### src/rtl/nonce_reply_framer_pkg.sv
// ---------------------------------------------------------------------------
// nonce_reply_framer_pkg
//   Shared constants and types for the miner reply path. These are the same
//   message-type codes and lengths the command parser uses, so the framer and
//   the parser always agree on the wire format.
//
//   Contents:
//     MSG_INFO_TYPE / MSG_INVALID_TYPE / MSG_PUSH_JOB_TYPE / MSG_NONCE_TYPE
//                       message type codes 00 / 01 / 02 / 03
//     MSG_NONCE_LEN     length byte of a nonce frame (8, header included)
//     PONG_BYTE         single-byte ping reply
//     FRAME_BYTES       number of bytes in a nonce frame
//     framer_state_t    framer FSM states
//     frame_byte()      selects one byte of a nonce frame by index
// ---------------------------------------------------------------------------
package nonce_reply_framer_pkg;

   localparam logic [7:0] MSG_INFO_TYPE     = 8'h00;
   localparam logic [7:0] MSG_INVALID_TYPE  = 8'h01;
   localparam logic [7:0] MSG_PUSH_JOB_TYPE = 8'h02;
   localparam logic [7:0] MSG_NONCE_TYPE    = 8'h03;
   localparam logic [7:0] MSG_NONCE_LEN     = 8'd8;
   localparam logic [7:0] PONG_BYTE         = 8'h01;

   localparam int FRAME_BYTES = 8;

   typedef enum logic {
      ST_IDLE = 1'b0,
      ST_SEND = 1'b1
   } framer_state_t;

   // Frame layout: LEN, 00, 00, TYPE, then the nonce most significant byte
   // first. There is no trailing checksum.
   function automatic logic [7:0] frame_byte(
      input logic [31:0] value,
      input logic [2:0]  idx,
      input logic [7:0]  len_byte,
      input logic [7:0]  type_byte
   );
      logic [7:0] result;
      result = 8'h00;
      case (idx)
         3'd0:    result = len_byte;
         3'd1:    result = 8'h00;
         3'd2:    result = 8'h00;
         3'd3:    result = type_byte;
         3'd4:    result = value[31:24];
         3'd5:    result = value[23:16];
         3'd6:    result = value[15:8];
         3'd7:    result = value[7:0];
         default: result = 8'h00;
      endcase
      return result;
   endfunction

endpackage

### src/rtl/nonce_reply_framer_nonce_fifo.sv
// ---------------------------------------------------------------------------
// nonce_fifo
//   Synchronous circular FIFO with full/empty flags. Pointers carry one extra
//   wrap bit so full and empty can be told apart without a counter. The head
//   entry is visible on rd_data whenever the FIFO is non-empty, and rd_en
//   pops it at the clock edge.
//
//   Ports:
//     clk       system clock
//     rst       synchronous active-high reset (empties the FIFO)
//     clear     synchronous discard of all entries
//     wr_en     push wr_data (ignored when full or clearing)
//     wr_data   entry to push
//     rd_en     pop the head entry (ignored when empty)
//     rd_data   head entry
//     full      FIFO holds 2**LOG2_DEPTH entries
//     empty     FIFO holds no entries
// ---------------------------------------------------------------------------
module nonce_fifo #(
   parameter int WIDTH      = 32,
   parameter int LOG2_DEPTH = 2
) (
   input  logic             clk,
   input  logic             rst,
   input  logic             clear,
   input  logic             wr_en,
   input  logic [WIDTH-1:0] wr_data,
   input  logic             rd_en,
   output logic [WIDTH-1:0] rd_data,
   output logic             full,
   output logic             empty
);
   import nonce_reply_framer_pkg::*;

   localparam int DEPTH = 1 << LOG2_DEPTH;

   logic [WIDTH-1:0]  mem [DEPTH];
   logic [LOG2_DEPTH:0] wr_ptr;
   logic [LOG2_DEPTH:0] rd_ptr;
   logic                wr_fire;
   logic                rd_fire;

   // Same index with opposite wrap bits means the writer is a full lap ahead.
   assign full    = (wr_ptr[LOG2_DEPTH] != rd_ptr[LOG2_DEPTH]) &&
                    (wr_ptr[LOG2_DEPTH-1:0] == rd_ptr[LOG2_DEPTH-1:0]);
   assign empty   = (wr_ptr == rd_ptr);
   assign wr_fire = wr_en && !full && !clear;
   assign rd_fire = rd_en && !empty && !clear;
   assign rd_data = mem[rd_ptr[LOG2_DEPTH-1:0]];

   // Pointer update. Full is judged on the pre-edge pointers, so a push
   // arriving while full is refused even if a pop happens in the same cycle.
   always_ff @(posedge clk) begin
      if (rst || clear) begin
         wr_ptr <= '0;
         rd_ptr <= '0;
      end else begin
         if (wr_fire) begin
            wr_ptr <= wr_ptr + 1'b1;
         end
         if (rd_fire) begin
            rd_ptr <= rd_ptr + 1'b1;
         end
      end
   end

   // Storage needs no reset; the pointers decide which entries are live.
   always_ff @(posedge clk) begin
      if (wr_fire) begin
         mem[wr_ptr[LOG2_DEPTH-1:0]] <= wr_data;
      end
   end

endmodule

### src/rtl/nonce_reply_framer.sv
// ---------------------------------------------------------------------------
// nonce_reply_framer
//   Queues golden nonces from the hashing core and serialises each one as an
//   8-byte MSG_NONCE frame (08 00 00 03 N3 N2 N1 N0) onto a valid/ready byte
//   stream feeding the UART transmitter. Consecutive frames are sent with no
//   idle cycle between them.
//
//   Ports:
//     CLK           system clock
//     RST           synchronous active-high reset
//     nonce_valid   one-cycle strobe: golden nonce found
//     nonce         golden nonce value
//     flush         one-cycle strobe: new job, discard queued nonces
//     tx_data       byte to UART TX
//     tx_valid      tx_data is valid
//     tx_ready      UART TX accepts the byte this cycle
//     frame_active  a frame is in flight; other replies must not interleave
//     queue_full    nonce queue is full
//     drop_count    saturating count of nonces dropped because of a full queue
//
//   Build option:
//     NONCE_DEDUP_EN  when defined, a nonce equal to the last queued one is
//                     silently discarded (history cleared by RST and flush).
// ---------------------------------------------------------------------------
module nonce_reply_framer #(
   parameter int         FIFO_LOG2      = 2,
   parameter logic [7:0] MSG_NONCE_TYPE = nonce_reply_framer_pkg::MSG_NONCE_TYPE,
   parameter logic [7:0] MSG_NONCE_LEN  = nonce_reply_framer_pkg::MSG_NONCE_LEN
) (
   input  logic        CLK,
   input  logic        RST,
   input  logic        nonce_valid,
   input  logic [31:0] nonce,
   input  logic        flush,
   output logic [7:0]  tx_data,
   output logic        tx_valid,
   input  logic        tx_ready,
   output logic        frame_active,
   output logic        queue_full,
   output logic [7:0]  drop_count
);
   import nonce_reply_framer_pkg::*;

   framer_state_t state;
   framer_state_t next_state;
   logic [2:0]    byte_idx;
   logic [2:0]    next_idx;
   logic [31:0]   shadow;
   logic          load;
   logic          pop;

   logic [31:0]   fifo_rd_data;
   logic          fifo_full;
   logic          fifo_empty;
   logic          push_req;
   logic          dup_hit;
   logic [7:0]    drop_q;

   // A flush discards the nonce arriving in the same cycle, and a repeated
   // nonce is never even offered to the queue.
   assign push_req = nonce_valid && !flush && !dup_hit;

   nonce_fifo #(
      .WIDTH      (32),
      .LOG2_DEPTH (FIFO_LOG2)
   ) u_fifo (
      .clk     (CLK),
      .rst     (RST),
      .clear   (flush),
      .wr_en   (push_req),
      .wr_data (nonce),
      .rd_en   (pop),
      .rd_data (fifo_rd_data),
      .full    (fifo_full),
      .empty   (fifo_empty)
   );

`ifdef NONCE_DEDUP_EN
   logic [31:0] last_pushed;
   logic        last_valid;

   assign dup_hit = last_valid && (nonce == last_pushed);

   // Remember the last nonce actually written to the queue; refused pushes
   // (queue full) do not update the history.
   always_ff @(posedge CLK) begin
      if (RST) begin
         last_pushed <= '0;
         last_valid  <= 1'b0;
      end else if (flush) begin
         last_valid  <= 1'b0;
      end else if (push_req && !fifo_full) begin
         last_pushed <= nonce;
         last_valid  <= 1'b1;
      end
   end
`else
   assign dup_hit = 1'b0;
`endif

   // Count pushes refused because the queue was full, sticking at 255.
   always_ff @(posedge CLK) begin
      if (RST) begin
         drop_q <= 8'h00;
      end else if (push_req && fifo_full && (drop_q != 8'hFF)) begin
         drop_q <= drop_q + 8'h01;
      end
   end

   // State register: FSM state, byte index and the shadow copy of the nonce
   // being framed. The shadow is only replaced on a load, so a flush never
   // disturbs a frame already in flight.
   always_ff @(posedge CLK) begin
      if (RST) begin
         state    <= ST_IDLE;
         byte_idx <= 3'd0;
         shadow   <= '0;
      end else begin
         state    <= next_state;
         byte_idx <= next_idx;
         if (load) begin
            shadow <= fifo_rd_data;
         end
      end
   end

   // Next-state logic. A new frame is loaded either from IDLE or straight
   // off the last byte's transfer, which keeps back-to-back frames gapless.
   // Loading is suppressed during a flush because the queue is being dropped.
   always_comb begin
      next_state = state;
      next_idx   = byte_idx;
      load       = 1'b0;
      pop        = 1'b0;
      case (state)
         ST_IDLE: begin
            if (!fifo_empty && !flush) begin
               load       = 1'b1;
               pop        = 1'b1;
               next_idx   = 3'd0;
               next_state = ST_SEND;
            end
         end
         ST_SEND: begin
            if (tx_ready) begin
               if (byte_idx == 3'd7) begin
                  next_idx = 3'd0;
                  if (!fifo_empty && !flush) begin
                     load       = 1'b1;
                     pop        = 1'b1;
                     next_state = ST_SEND;
                  end else begin
                     next_state = ST_IDLE;
                  end
               end else begin
                  next_idx = byte_idx + 3'd1;
               end
            end
         end
         default: begin
            next_state = ST_IDLE;
            next_idx   = 3'd0;
         end
      endcase
   end

   // Outputs are decoded from registered state only, so tx_data holds
   // steady across stalled cycles and reads zero outside a frame.
   always_comb begin
      tx_valid     = (state == ST_SEND);
      frame_active = (state == ST_SEND);
      tx_data      = 8'h00;
      if (state == ST_SEND) begin
         tx_data = frame_byte(shadow, byte_idx, MSG_NONCE_LEN, MSG_NONCE_TYPE);
      end
      queue_full = fifo_full;
      drop_count = drop_q;
   end

endmodule

### config.mk
export PLATFORM = sky130hd
export DESIGN_NAME = nonce_reply_framer
export DESIGN_NICKNAME = d
export VERILOG_FILES = /design/src/rtl/nonce_reply_framer_pkg.sv /design/src/rtl/nonce_reply_framer_nonce_fifo.sv /design/src/rtl/nonce_reply_framer.sv
export SDC_FILE = /design/constraint.sdc
export NUM_CORES = 1
export LEC_CHECK = 0
export ABC_AREA = 1
export ABC_CLOCK_PERIOD_IN_PS = 2700
export CORE_UTILIZATION = 52
export DETAILED_ROUTE_END_ITERATION = 6
export PLACE_DENSITY = 0.84
export SLEW_MARGIN = 40
export SYNTH_ARGS = -nofsm -noshare
export SYNTH_HDL_FRONTEND = slang
export SYNTH_SLANG_ARGS = --single-unit
### constraint.sdc
create_clock -name CLK -period 2.7 [get_ports CLK]
set_clock_uncertainty 0.1 [all_clocks]
set_input_delay 0.54 -clock CLK [delete_from_list [all_inputs] [get_ports CLK]]
set_output_delay 0.54 -clock CLK [all_outputs]
set_load 0.01 [all_outputs]
==> results.cfg, run 1 <==
[floorplanning]
core_area_mm2 = 0.0138
die_w_um = 121
dieArea_mm2 = 0.0146
num_rows = 43
start_util_pct = 53.0
io-pin-count = 56
fp.dieH_um = 121

[clocking]
cts_resized = 22
cts_setup_buffers = 0
clock-sinks = 178
clkLatencyLatePin_ns = 0.43
clockBufferDepth = 2
hold_buffers = 0
cts_root_buf = clkbuf_16
path_clk_slew_ns = 0.06
h-tree-depth = 4
cts_made_buffers = 17
cts_tree = yes

[sta]
max_slew_margin_pct = 56.4
fin_ws_ns = 0.112
min_period_ns = 2.59
slew_violations = 0
fmax_mhz = 386
whs_ns = 0.376
rsz0062_at_grt = no
finalCritPeriodShare_pct = 95.8
tightest_slew_ns = 0.655
final-hold-violation-count = 0
setup-violations-final = 0

[setup_path]
arrival_ns = 1.95
worst_r2r_endpoint = shadow[26]
rrSetupSlack_ns = 0.71
end_kind = output pin
r2r-start = u_fifo.rd_ptr[0]
crit_type = flip-flop to output pin
cp.required_ns = 2.06
ff2ff_path_depth = 6
worstPathMaxFanout = 7
startpoint_type = flip-flop

[global_routing]
overflow = 0
grt_pass1_vias = 5134
grtUsageTotal_pct = 23.5
antenna_found_initial = 0
grt_first_pass_wirelength_um = 25500
grt_max_degree = 67

[routing]
first_pass_iters = 5
route.detailed.drc = 0
antenna_left = 0
drt_iter0_markers = 518
num_vias = 5307
viasPerCell = 5.47
wl_per_cell_um = 16.2
wl_um = 15700

[pwr]
ir_drop_v = 0.000507
clockPowerShare_pct = 39.5
p_int_w = 0.00437
pwr-share-seq_pct = 54.2
power.switching_w = 0.00121
power_w = 0.00558
pwr-share-comb_pct = 6.4
power_density_mw_per_mm2 = 642
p_leak_nw = 3.31
sw_frac_of_total_pct = 21.6

[synthesis]
ys_types = 26
synth_fp_nets = 769
synthCells = 720
synth.largest_area_cell = edfxtp_1
ys_top_cells_by_area = edfxtp_1 (52%), dfxtp_1 (14%), nor2_1 (8.1%)
ys_seq_area_share_pct = 66.1
synth-seq-cells = 178
yosys_warnings = 0
syn_avg_cell_area_um2 = 10.2
synthFlopType = edfxtp_1
synthArstFlopShare_pct = 0
syn_area_mm2 = 0.00733
synth_edf_count = 128
synth_top_area_share_pct = 52.4

[cells_and_area]
utilization_pct = 62.9
area_growth_pct = 18.5
layout-drive-gt1-share_pct = 8.72
final_area_mm2 = 0.00869
nNetsFinal = 827
diodes = 0

[placement]
dp_slack_ns = 0.119
dpl-instance-area_mm2 = 0.00813
io_buffers = 55
gp_congestion = 0.903
place_hpwl_um = 9630

[worst_hold_path]
min_from = byte_idx[0]
holdPathEnd = byte_idx[0]
whs_path_depth = 1
hold_path_class = flip-flop to flip-flop

[flow_run]
maxCapViolCount = 0

[outcome]
status = finished, final reports clean
==> flip-flops by register name, summed over array words and instances, names as in the netlist <==
name / flops
byte_idx: 3
drop_count: 8
frame_active: 1
shadow: 32
u_fifo.mem: 128
u_fifo.rd_ptr: 3
u_fifo.wr_ptr: 3
==> per-stage QoR <==
step	std cells	TNS (ns)
floorplan	720	-10.43
detailed placement	939	0
finish	971	0
global placement	939	0
global route	971	0
CTS	971	0
==> cell usage after synthesis (2+ instances only) <==
master and number:
nor2_1 159, edfxtp_1 128, nand2_1 115, o21ai_0 69
inv_1 58, dfxtp_1 50, o22ai_1 48, clkbuf_1 17
a21oi_1 15, nand3_1 13, ha_1 12, buf_2 10
xor2_1 5, nand4_1 4, buf_6 3, inv_2 2
nand3_2 2, nor3_1 2
==> power groups by stage <==
stage	Sequential [W]	Clock (W)	Combinational (W)
after floorplan	0.00307	0	0.000200
after global placement	0.00307	0	0.000342
after detailed placement	0.00308	0	0.000349
after CTS	0.00302	0.00222	0.000353
after global routing	0.00302	0.00235	0.000396
final	0.00302	0.00220	0.000356
==> how the worst max path moves through the flow <==
stage / slack (ns) / to / cells past startpoint / startpoint
2_1_floorplan: -0.11 / u_fifo.mem[0][0] / 6 / u_fifo.rd_ptr[1]
3_3_place_gp: 0.20 / tx_data[2] / 7 / byte_idx[0]
3_5_place_dp: 0.12 / tx_data[2] / 7 / byte_idx[0]
4_1_cts: 0.02 / tx_data[0] / 7 / byte_idx[0]
5_1_grt: 0.006 / tx_data[1] / 7 / byte_idx[0]
6_report: 0.11 / tx_data[6] / 7 / byte_idx[0]
==> per-layer routing <==
layer  track usage [%]  vias up  wire [um]
met3              6.13       45       1230
met4              12.3        0        533
met1              28.8     2473       6360
met2              38.3      239       7570
li1                  -     2550          -
met5                 0        -          0
==> cell families after synthesis <==
kind of cell	Yosys count	share of synthesized area (%)
xor gates and xnor gates	6	0.716
and+or+nand+nor	299	16.0
adders and majority gates	12	2.05
buffers and inverters	92	5.24
AOI/OAI and AO/OA	133	9.93
DFF	178	66.1
==> worst max-delay path: stages, from the launching register on <==
cell and delay [ns]:
dfxtp_2 0.36, ha_2 0.20, ha_2 0.21, nor2_1 0.05, nand2_1 0.12, nand2_4 0.12
nor2_2 0.18, dlygate4sd2_1 0.28
==> cells in the final DEF, fill, tap and decap left out, drive strengths merged, types with 2 or more instances in the layout <==
cell | Yosys | routed
nor2 | 160 | 160
edfxtp | 128 | 128
nand2 | 116 | 116
o21ai | 69 | 69
inv | 60 | 60
dfxtp | 50 | 50
o22ai | 48 | 48
clkdlybuf4s50 | 0 | 47
clkbuf | 17 | 20
buf | 15 | 16
a21oi | 15 | 15
nand3 | 15 | 15
ha | 12 | 12
clkinv | 0 | 9
xor2 | 5 | 5
dlygate4sd2 | 0 | 5
nand4 | 4 | 4
clkinvlp | 0 | 4
nor3 | 2 | 2
==> cell type report <==
type / count / area (um^2)
Clock buffer: 18 / 429
Clock inverter: 14 / 97.6
Fill cell: 1033 / 5140
Inverter: 60 / 225
Multi-Input combinational cell: 450 / 2160
Sequential cell: 178 / 4850
Tap cell: 180 / 225
Timing Repair Buffer: 71 / 704
(Power assumes the default switching activity.)
==> run 2, diff against run 1 <==
--- a/config.mk
+++ b/config.mk
@@ -9,7 +9,8 @@
 export ABC_CLOCK_PERIOD_IN_PS = 2700
 export CORE_UTILIZATION = 52
 export DETAILED_ROUTE_END_ITERATION = 6
-export PLACE_DENSITY = 0.84
+export PLACE_DENSITY = 0.75
+export SKIP_LAST_GASP = 1
 export SLEW_MARGIN = 40
 export SYNTH_ARGS = -nofsm -noshare
 export SYNTH_HDL_FRONTEND = slang
==> run 2 against run 1 <==
Against the previous run: the run now ends with DRC left; register-to-register slack improved by 0.03 ns; critical path type unchanged; core utilization rose by 0.22 points; critical path depth did not move; critical endpoint is now tx_data[0].
==> results.cfg, run 2 (synthesis gave the netlist of run 1 again) <==
[outcome]
status = complete, but fails checks
violations = DRC

[pwr]
power_density_mw_per_mm2 = 662
p_leak_nw = 3.34
ir_drop_v = 0.000422

[worst_hold_path]
min_from = byte_idx[0]
hold_path_class = flip-flop to flip-flop
whs_path_depth = 1

[routing]
antenna_left = 0
wl_per_cell_um = 16.1
viasPerCell = 5.37
wl_um = 15600
route.detailed.drc = 3
first_pass_iters = 7
drt_iter0_markers = 452
num_vias = 5222

[setup_path]
slowest_delay_ns = 0.38
cp.required_ns = 2.06
cpMostUsedCell = nor2_1
worstPathMaxFanout = 7
crit_type = flip-flop to output pin
r2r-start = u_fifo.wr_ptr[1]
ff2ff_path_depth = 7
critPathTopFamily = simple AND/OR/NAND/NOR gates
rrSetupSlack_ns = 0.74
startpoint_type = flip-flop
crit_start = byte_idx[0]
cp_num_cells = 7
cpMaxStageDelayCell = dfxtp_2
arrival_ns = 2.00
critPathBufInv = 1
end_kind = output pin
worstPathCellList = ha_2 -> ha_1 -> nor2_1 -> nand2_1 -> nand2_2 -> nor2_1 -> dlygate4sd2_1

[sta]
max_slew_margin_pct = 55.2
final-hold-violation-count = 0
fmax_mhz = 378
tightest_slew_ns = 0.672
setup-violations-final = 0
min_period_ns = 2.64
rsz0062_at_grt = yes
slew_violations = 0
setup_tns_ns = 0
finalCritPeriodShare_pct = 97.9

[cells_and_area]
n_fill_cell = 1047
layout_commonest_cell = nor2_1
multiInputGateArea_mm2 = 0.00214
area_growth_pct = 18.9
diodes = 0
layout-drive-gt1-share_pct = 9.22
nNetsFinal = 828
ff_latch_area_mm2 = 0.00485
final_cell_mix = nor2_1 (154), edfxtp_1 (128), nand2_1 (111)
largest_reg_flops = 128
final_area_mm2 = 0.00872
final_cells = 972

[placement]
place_hpwl_um = 9790
dpl-instance-area_mm2 = 0.00812
place_inst = 940
gp_congestion = 0.860
io_buffers = 55

[floorplanning]
core_area_mm2 = 0.0138
io-pin-count = 56
fp.dieH_um = 121
dieArea_mm2 = 0.0146
start_util_pct = 53.0
die_w_um = 121
num_rows = 43

[global_routing]
grt_first_pass_wirelength_um = 25600
antenna_found_initial = 0
grtUsageTotal_pct = 23.4
overflow = 0
grt_max_degree = 67
grt_pass1_vias = 5178

[clocking]
clkLatencyLatePin_ns = 0.43
clockBufferDepth = 2
path_clk_slew_ns = 0.07
cts_setup_buffers = 0
clock-sinks = 178
cts_tree = yes
h-tree-depth = 4
cts_root_buf = clkbuf_16
cts_made_buffers = 17

[flow_run]
maxCapViolCount = 0
run 2: cell types whose count changed in the layout (fill, tap and decap cells not counted), sizes merged:
cell	delta
clkinv	-5
dlygate4sd2	+2
clkbuf	-3
clkinvlp	+1
bufinv	+1
buf	+1
inv	+4
run 2: worst paths after layout:
check / to
setup / recovery: tx_data[0]
hold / removal: byte_idx[0]
setup reg to reg: u_fifo.mem[1][16]
hold reg to reg: byte_idx[0]
run 2: repair_timing:
item | 4_1_cts | 5_1_grt
hold buffers | 0 | 0
setup endpoints to repair | 8 | 5
resized for setup | 16 | 6
pin swaps | 0 | 0
run 2: area by class of cell:
cell class,count,area share (%)
multi-input combinational,450,24.6
timing repair buffer,72,7.96
inverter,60,2.58
clock buffer,17,4.88
sequential,178,55.6
tap,180,2.58
clock inverter,15,1.81
run 2: through the flow:
step | utilization [%] | worst slack (ns) | hold WS [ns] | power [W]
global route | 63.1 | -0.0327 | 0.412 | 0.00596
detailed placement | 58.7 | 0.0813 | 0.406 | 0.00343
finish | 63.1 | 0.0566 | 0.391 | 0.00577
floorplan | - | -0.109 | 0.380 | 0.00327
global placement | 58.7 | 0.187 | 0.381 | 0.00342
CTS | 63.0 | 0.0360 | 0.381 | 0.00581
run 2: routing by layer:
| metal | GRT usage, % | routed length, um | up-vias |
|---|---|---|---|
| met3 | 5.47 | 784 | 37 |
| met4 | 11.4 | 412 | 0 |
| met5 | 0 | 0 | - |
| met2 | 38.8 | 7770 | 153 |
| li1 | - | - | 2553 |
| met1 | 28.8 | 6680 | 2479 |
run 2: power breakdown:
part / switching, W / total (W) / internal (W)
sequential: 0.0000209 / 0.00302 / 0.00300
clock: 0.00103 / 0.00240 / 0.00137
combinational: 0.000221 / 0.000354 / 0.000133
total: 0.00127 / 0.00577 / 0.00450
